<file path="src/rtl/alu_mc_pkg.sv">
// Shared op-codes, FSM state and status-flag types for the multi-cycle ALU.
package alu_mc_pkg;

    localparam logic [3:0] ALU_AND  = 4'b0000;
    localparam logic [3:0] ALU_OR   = 4'b0001;
    localparam logic [3:0] ALU_ADD  = 4'b0010;
    localparam logic [3:0] ALU_MUL  = 4'b0011;
    localparam logic [3:0] ALU_SLL  = 4'b0100;
    localparam logic [3:0] ALU_SRL  = 4'b0101;
    localparam logic [3:0] ALU_SUB  = 4'b0110;
    localparam logic [3:0] ALU_SLT  = 4'b0111;
    localparam logic [3:0] ALU_PASS = 4'b1000;
    localparam logic [3:0] ALU_XOR  = 4'b1001;
    localparam logic [3:0] ALU_NOR  = 4'b1010;
    localparam logic [3:0] ALU_SLTU = 4'b1100;
    localparam logic [3:0] ALU_SRA  = 4'b1101;

    typedef enum logic [1:0] {
        IDLE = 2'd0,
        BUSY = 2'd1,
        DONE = 2'd2
    } state_t;

    typedef struct packed {
        logic n;
        logic z;
        logic v;
        logic c;
    } flags_t;

endpackage

</file>
<file path="src/rtl/alu_mul_seq.sv">
// Iterative right-shift/add unsigned multiplier: one partial product per cycle,
// done_o pulses with the full product on the WIDTH-th step.
module alu_mul_seq #(
    parameter int WIDTH = 32
) (
    input  logic               clk,
    input  logic               rst,
    input  logic               start_i,
    input  logic [WIDTH-1:0]   a_i,
    input  logic [WIDTH-1:0]   b_i,
    output logic               done_o,
    output logic [2*WIDTH-1:0] product_o
);

    localparam int CW = $clog2(WIDTH);

    logic             busy_q, busy_d;
    logic [CW-1:0]    count_q, count_d;
    logic [WIDTH-1:0] a_q, a_d;
    logic [WIDTH-1:0] hi_q, hi_d;
    logic [WIDTH-1:0] lo_q, lo_d;
    logic [WIDTH:0]   sum;

    // product_o is the value after the current step, so the caller can load it on the done edge
    always_comb begin
        sum       = {1'b0, hi_q} + (lo_q[0] ? {1'b0, a_q} : '0);
        product_o = {sum[WIDTH:1], sum[0], lo_q[WIDTH-1:1]};
        done_o    = busy_q && (count_q == CW'(WIDTH - 1));
        busy_d    = busy_q;
        count_d   = count_q;
        a_d       = a_q;
        hi_d      = hi_q;
        lo_d      = lo_q;
        if (start_i) begin
            busy_d  = 1'b1;
            count_d = '0;
            a_d     = a_i;
            hi_d    = '0;
            lo_d    = b_i;
        end else if (busy_q) begin
            hi_d    = product_o[2*WIDTH-1:WIDTH];
            lo_d    = product_o[WIDTH-1:0];
            count_d = count_q + 1'b1;
            if (done_o) begin
                busy_d = 1'b0;
            end
        end
    end

    always_ff @(posedge clk or posedge rst) begin
        if (rst) begin
            busy_q  <= 1'b0;
            count_q <= '0;
            a_q     <= '0;
            hi_q    <= '0;
            lo_q    <= '0;
        end else begin
            busy_q  <= busy_d;
            count_q <= count_d;
            a_q     <= a_d;
            hi_q    <= hi_d;
            lo_q    <= lo_d;
        end
    end

endmodule

</file>
<file path="src/rtl/alu_mc.sv">
// Multi-cycle ALU with valid/ready handshake and sticky N/Z/V/C flags.
// Define ALU_MUL_EN to build the iterative MUL; otherwise code 0011 is illegal.
module alu_mc
    import alu_mc_pkg::*;
#(
    parameter int WIDTH = 32
) (
    input  logic             clk,
    input  logic             rst,
    input  logic             in_valid,
    output logic             in_ready,
    input  logic [3:0]       in_op,
    input  logic [WIDTH-1:0] in_a,
    input  logic [WIDTH-1:0] in_b,
    input  logic             in_set_flags,
    output logic             out_valid,
    input  logic             out_ready,
    output logic [WIDTH-1:0] out_result,
    output logic             out_zero,
    output logic             out_illegal,
    output logic             status_n,
    output logic             status_z,
    output logic             status_v,
    output logic             status_c
);

    localparam int SHW = $clog2(WIDTH);

    state_t           state_q, state_d;
    logic [WIDTH-1:0] result_q, result_d;
    logic             zero_q, zero_d;
    logic             illegal_q, illegal_d;
    flags_t           flags_q, flags_d;

    logic [SHW-1:0]   shAmt;
    logic [WIDTH:0]   addSum, subSum, sllExt, srlExt, sraExt;
    logic [WIDTH-1:0] aluRes;
    logic             aluV, aluC, aluIllegal;

`ifdef ALU_MUL_EN
    logic               setFlags_q, setFlags_d;
    logic               mulStart, mulDone;
    logic [2*WIDTH-1:0] mulProduct;

    alu_mul_seq #(.WIDTH(WIDTH)) u_mul (
        .clk       (clk),
        .rst       (rst),
        .start_i   (mulStart),
        .a_i       (in_a),
        .b_i       (in_b),
        .done_o    (mulDone),
        .product_o (mulProduct)
    );
`endif

    // Shifts carry one extra bit so the last bit shifted out lands in the spare position
    always_comb begin
        shAmt      = in_b[SHW-1:0];
        addSum     = {1'b0, in_a} + {1'b0, in_b};
        subSum     = {1'b0, in_a} + {1'b0, ~in_b} + (WIDTH+1)'(1);
        sllExt     = {1'b0, in_a} << shAmt;
        srlExt     = {in_a, 1'b0} >> shAmt;
        sraExt     = $signed({in_a, 1'b0}) >>> shAmt;
        aluRes     = '0;
        aluV       = 1'b0;
        aluC       = 1'b0;
        aluIllegal = 1'b0;
        case (in_op)
            ALU_ADD: begin
                aluRes = addSum[WIDTH-1:0];
                aluC   = addSum[WIDTH];
                aluV   = (in_a[WIDTH-1] == in_b[WIDTH-1]) && (addSum[WIDTH-1] != in_a[WIDTH-1]);
            end
            ALU_SUB: begin
                aluRes = subSum[WIDTH-1:0];
                aluC   = subSum[WIDTH];
                aluV   = (in_a[WIDTH-1] != in_b[WIDTH-1]) && (subSum[WIDTH-1] != in_a[WIDTH-1]);
            end
            ALU_SLT:  aluRes = {{(WIDTH-1){1'b0}}, ($signed(in_a) < $signed(in_b))};
            ALU_SLTU: aluRes = {{(WIDTH-1){1'b0}}, (in_a < in_b)};
            ALU_AND:  aluRes = in_a & in_b;
            ALU_OR:   aluRes = in_a | in_b;
            ALU_NOR:  aluRes = ~(in_a | in_b);
            ALU_XOR:  aluRes = in_a ^ in_b;
            ALU_PASS: aluRes = in_a;
            ALU_SLL: begin
                aluRes = sllExt[WIDTH-1:0];
                aluC   = sllExt[WIDTH];
            end
            ALU_SRL: begin
                aluRes = srlExt[WIDTH:1];
                aluC   = srlExt[0];
            end
            ALU_SRA: begin
                aluRes = sraExt[WIDTH:1];
                aluC   = sraExt[0];
            end
`ifdef ALU_MUL_EN
            ALU_MUL:  aluRes = '0;
`endif
            default:  aluIllegal = 1'b1;
        endcase
    end

    // Next-state logic; result, zero, illegal and flags all load on the edge that enters DONE
    always_comb begin
        state_d   = state_q;
        result_d  = result_q;
        zero_d    = zero_q;
        illegal_d = illegal_q;
        flags_d   = flags_q;
`ifdef ALU_MUL_EN
        setFlags_d = setFlags_q;
        mulStart   = 1'b0;
`endif
        case (state_q)
            IDLE: begin
                if (in_valid) begin
`ifdef ALU_MUL_EN
                    if (in_op == ALU_MUL) begin
                        mulStart   = 1'b1;
                        setFlags_d = in_set_flags;
                        state_d    = BUSY;
                    end else
`endif
                    begin
                        result_d  = aluRes;
                        zero_d    = (aluRes == '0);
                        illegal_d = aluIllegal;
                        if (in_set_flags && !aluIllegal) begin
                            flags_d = '{n: aluRes[WIDTH-1], z: (aluRes == '0), v: aluV, c: aluC};
                        end
                        state_d = DONE;
                    end
                end
            end
            BUSY: begin
`ifdef ALU_MUL_EN
                if (mulDone) begin
                    result_d  = mulProduct[WIDTH-1:0];
                    zero_d    = (mulProduct[WIDTH-1:0] == '0);
                    illegal_d = 1'b0;
                    if (setFlags_q) begin
                        flags_d = '{n: mulProduct[WIDTH-1], z: (mulProduct[WIDTH-1:0] == '0),
                                    v: (mulProduct[2*WIDTH-1:WIDTH] != '0), c: 1'b0};
                    end
                    state_d = DONE;
                end
`else
                state_d = IDLE;
`endif
            end
            DONE: begin
                if (out_ready) begin
                    state_d = IDLE;
                end
            end
            default: state_d = IDLE;
        endcase
    end

    always_ff @(posedge clk or posedge rst) begin
        if (rst) begin
            state_q   <= IDLE;
            result_q  <= '0;
            zero_q    <= 1'b1;
            illegal_q <= 1'b0;
            flags_q   <= '0;
`ifdef ALU_MUL_EN
            setFlags_q <= 1'b0;
`endif
        end else begin
            state_q   <= state_d;
            result_q  <= result_d;
            zero_q    <= zero_d;
            illegal_q <= illegal_d;
            flags_q   <= flags_d;
`ifdef ALU_MUL_EN
            setFlags_q <= setFlags_d;
`endif
        end
    end

    assign in_ready    = (state_q == IDLE);
    assign out_valid   = (state_q == DONE);
    assign out_result  = result_q;
    assign out_zero    = zero_q;
    assign out_illegal = illegal_q;
    assign status_n    = flags_q.n;
    assign status_z    = flags_q.z;
    assign status_v    = flags_q.v;
    assign status_c    = flags_q.c;

endmodule
</file>
<file path="config.mk">
export PLATFORM = sky130hd
export DESIGN_NAME = alu_mc
export DESIGN_NICKNAME = d
export VERILOG_FILES = /design/src/rtl/alu_mc_pkg.sv /design/src/rtl/alu_mul_seq.sv /design/src/rtl/alu_mc.sv
export SDC_FILE = /design/constraint.sdc
export NUM_CORES = 1
export LEC_CHECK = 0
export CAP_MARGIN = 20
export CELL_PAD_IN_SITES_DETAIL_PLACEMENT = 0
export CELL_PAD_IN_SITES_GLOBAL_PLACEMENT = 2
export CORE_ASPECT_RATIO = 1.25
export CORE_MARGIN = 3
export CORE_UTILIZATION = 30
export CTS_CLUSTER_DIAMETER = 100
export DETAILED_ROUTE_END_ITERATION = 12
export PLACE_DENSITY_LB_ADDON = 0.08
export SLEW_MARGIN = 20
export SYNTH_ARGS = -nofsm -noshare
export SYNTH_HDL_FRONTEND = slang
export SYNTH_SLANG_ARGS = --single-unit
</file>
<file path="constraint.sdc">
create_clock -name clk -period 1.85 [get_ports clk]
set_input_delay 0.2775 -clock clk [delete_from_list [all_inputs] [get_ports clk]]
set_output_delay 0.2775 -clock clk [all_outputs]
set_load 0.005 [all_outputs]
</file>
==> qor.csv, run 1 <==
stage;metric;value;unit
outcome;status;finished with violations;
outcome;violations;negative setup slack;
cts;numCtsBuffers;5;
final_layout;drive_gt1_share;52.7;%
cts;worstSkewPairLatency;0.29;ns
timing;max_slew_margin;28.4;%
cts;tritoncts;yes;
synth;ys_ff_latch;39;
global_routing;gr-total-overflow;0;
final_layout;nNetsFinal;2772;
synth;ys_seq_area_share;7.83;%
synth;synth_top_area_cell;ha_1;
cts;path_clk_slew;0.06;ns
die;die_x;188;um
synth;synth_simple_gate_area_share;24.5;%
die;die_area;0.0441;mm^2
critical_path;r2r_slack;0.19;ns
synth;yosysTopAreaCellShare;9.73;%
global_routing;grt_pass1_vias;18800;
final_layout;multi_input_area;0.0128;mm^2
synth;synth-xor-area-share;0.772;%
die;die_h;234;um
cts;htreeDepth;2;
final_layout;fin_cells;3148;
timing;fmax;286;MHz
critical_path;startpoint_type;input port;
run;drv_cap;0;
timing;final_max_slew_viol_count;0;
placement;dp.cells;3051;
synth;synthTopCellsByCount;203 x nand2_1, 140 x nor2_1, 101 x a21oi_1, 101 x o21ai_0, 97 x ha_1;
drt;first_pass_iters;6;
pwr;p_per_area;432;mW/mm^2
pwr;ir_drop;0.000525;V
critical_path;rr_endpoint;status_c$_DFFE_PP0P_;
drt;wire_per_inst;28.4;um
drt;remaining_drc_errors;0;
placement;place_congestion;1.08;
placement;portBuffers;112;
final_layout;nFillCells;3871;
synth;synth_nets;1909;
synth;synth-edff-count;0;
placement;pre_cts_slack;-2.60;ns
cts;clkSinkCount;39;
die;ioPinCount;113;
final_layout;regArea;977;um^2
timing;worst_clock_skew;0.00594;ns
synth;synth_top_family_by_area;compound AO/OA/AOI/OAI gates;
critical_path;worst_ep_arrival_time;3.70;ns
timing;final-setup-viol-count;37;
timing;report.final.hold_viol_count;0;
timing;rsz0062_at_grt;yes;
critical_path;end_kind;flip-flop;
global_routing;grt_max_degree;49;
critical_path;crit_fanout;4;
cts;cts_buffer_depth;2;
global_routing;grt_pass1_wl;128000;um
synth;synth-compound-area-share;32.7;%
drt;vias_per_cell;5.99;
critical_path;critical_path_class;in -> reg;
die;core_area;0.0406;mm^2
final_layout;area_delta_synth_final;87.9;%
synth;synth_flop_cell;dfrtp_1;
final_layout;design_area;0.0234;mm^2
synth;yosysWarnings;0;
final_layout;utilization;57.7;%
critical_path;ff2ff_path_depth;7;
critical_path;crit_required;2.05;ns
die;start_util;30.7;%
drt;via_count;18800;
synth;synthTopCellsByArea;ha_1 9.7%, dfrtp_1 7.6%, mux4_2 6.1%;
synth;synthAdderAreaFrac;10.1;%
drt;drt-total-wl;89400;um
die;rows;82;
global_routing;grt_use_total;39.1;%
synth;synth_area;0.0125;mm^2
timing;layout_setup_ws;-1.65;ns
placement;hpwl;73200;um
pwr;leakage;0.0103;uW
synth;synth-async-reset-ratio;100;%
synth;synth_cells;1737;
drt;drt_iter0_drc;1985;
placement;dpl_cell_area;0.0201;mm^2
synth;ys_types;96;
synth;synth.most_common_cell;nand2_1;
synth;synth.avg_cell_area;7.18;um^2
cts;cts-root-buf;clkbuf_16;
hold_path;hold_path_class;in -> async;
timing;fin_crit_sh;189;%
timing;tightestPinTransition;1.06;ns
synth;muxShareOfSynthArea;16.2;%
global_routing;antenna_found_initial;1;
drt;final_antenna_net_count;0;
timing;min_period;3.50;ns
critical_path;worstReg2RegStart;state_q[1]$_DFFE_PP0P_;
==> per-stage QoR <==
step | TNS (ns) | hold slack [ns] | power [uW]
2_1_floorplan | -36.53 | 0.374 | 3810
3_3_place_gp | -68.89 | 0.453 | 7600
3_5_place_dp | -70.38 | 0.459 | 7630
4_1_cts | -35.59 | 0.344 | 9790
5_1_grt | -38.47 | 0.378 | 10500
6_report | -36.27 | 0.336 | 10100
==> sequential cells by signal, indices dropped and copies added, names as in the netlist <==
| register | count |
|---|---|
| status_z | 1 |
| status_v | 1 |
| status_c | 1 |
| out_result | 32 |
| out_illegal | 1 |
| state_q | 1 |
| status_n | 1 |
| out_zero | 1 |
==> how the worst max path moves through the flow <==
| stage | startpoint | endpoint | slack (ns) | cells past startpoint |
|---|---|---|---|---|
| 2_1_floorplan | in_b[2] | out_zero$_DFFE_PP1P_ | -1.68 | 17 |
| 3_3_place_gp | in_a[14] | status_z$_DFFE_PP0P_ | -2.50 | 15 |
| 3_5_place_dp | in_b[4] | status_z$_DFFE_PP0P_ | -2.60 | 15 |
| 4_1_cts | in_a[0] | status_z$_DFFE_PP0P_ | -1.62 | 14 |
| 5_1_grt | in_a[0] | status_z$_DFFE_PP0P_ | -1.66 | 16 |
| 6_report | in_a[0] | status_z$_DFFE_PP0P_ | -1.65 | 15 |
==> critical path: stages <==
cell      delay [ns]
buf_8           0.08
inv_6           0.03
ha_4            0.15
fa_2            0.35
o21ba_4         0.21
or4_4           0.56
buf_6           0.16
and2_4          0.15
o31a_1          0.25
a221o_1         0.34
a21oi_2         0.25
nand2_2         0.10
nor4b_4         0.31
nand4b_1        0.27
o21ai_1         0.21
==> logic make-up (layout without fill, tap and decap cells) <==
kind of cell | Yosys count | count (layout)
AOI/OAI and AO/OA | 580 | 580
xor gates and xnor gates | 11 | 11
adders and majority gates | 99 | 99
buffers and inverters | 240 | 1104
DFF | 39 | 39
muxes | 150 | 150
other | 0 | 1
and+or+nand+nor | 618 | 618
==> placed cells by master, fill, tap and decap left out, types with 14 or more instances in the layout <==
master | synthesis | layout
nor2_1 | 140 | 128
buf_12 | 0 | 28
nor2b_1 | 30 | 25
nor3_1 | 41 | 28
o221ai_1 | 18 | 14
o21ai_0 | 101 | 63
buf_4 | 6 | 773
o21ai_1 | 4 | 17
a21oi_1 | 101 | 68
dlygate4sd2_1 | 0 | 27
inv_1 | 96 | 58
a211oi_1 | 21 | 14
ha_4 | 0 | 36
nand3_1 | 28 | 24
o21ai_2 | 0 | 18
mux2_2 | 52 | 40
mux2i_1 | 59 | 47
inv_2 | 3 | 36
ha_1 | 97 | 53
o211ai_1 | 35 | 35
a31oi_1 | 29 | 19
nand4_1 | 35 | 35
buf_6 | 3 | 78
nand2_1 | 203 | 193
dfrtp_1 | 38 | 38
clkdlybuf4s50_1 | 0 | 49
nand2b_1 | 19 | 18
mux4_2 | 34 | 34
a21o_1 | 18 | 17
a22oi_1 | 22 | 18
a21oi_2 | 1 | 25
o22ai_1 | 35 | 30
==> power breakdown <==
part           internal, uW  switching, uW  total, uW
combinational          3840           4010       7840
clock                   773            342       1110
sequential             1050            107       1150
total                  5660           4460      10100
==> per-layer routing <==
metal | track usage [%] | share of wire [%] | vias up
met3 | 4.62 | 7.3 | 293
met2 | 65.8 | 45 | 1047
met4 | 26.6 | 8.8 | 0
met1 | 46.8 | 38 | 9132
met5 | 0 | 0 | -
li1 | - | - | 8374
==> repair_timing <==
action                                  in CTS  in global routing
buffers inserted                            83                 24
pin swaps                                  143                 73
hold buffers                                 0                  0
gates resized for setup                    624                 57
endpoints found under the setup margin      37                 37
gates cloned                                 2                  0
==> final cells by class <==
type,count,area share (%)
Clock inverter,2,0.256
Multi-Input combinational cell,1458,54.6
Timing Repair Buffer,995,35.8
Tap cell,546,2.91
Antenna cell,1,0.0107
Inverter,101,1.74
Clock buffer,6,0.550
Sequential cell,39,4.17
Note: power is estimated with default switching activity, not from simulation.
==> run 2, diff against run 1 <==
ABC_CLOCK_PERIOD_IN_PS = 1850   (was not set)
==> results of run 2 <==
No change in the layout: final DEF, timing and power equal those of run 1.
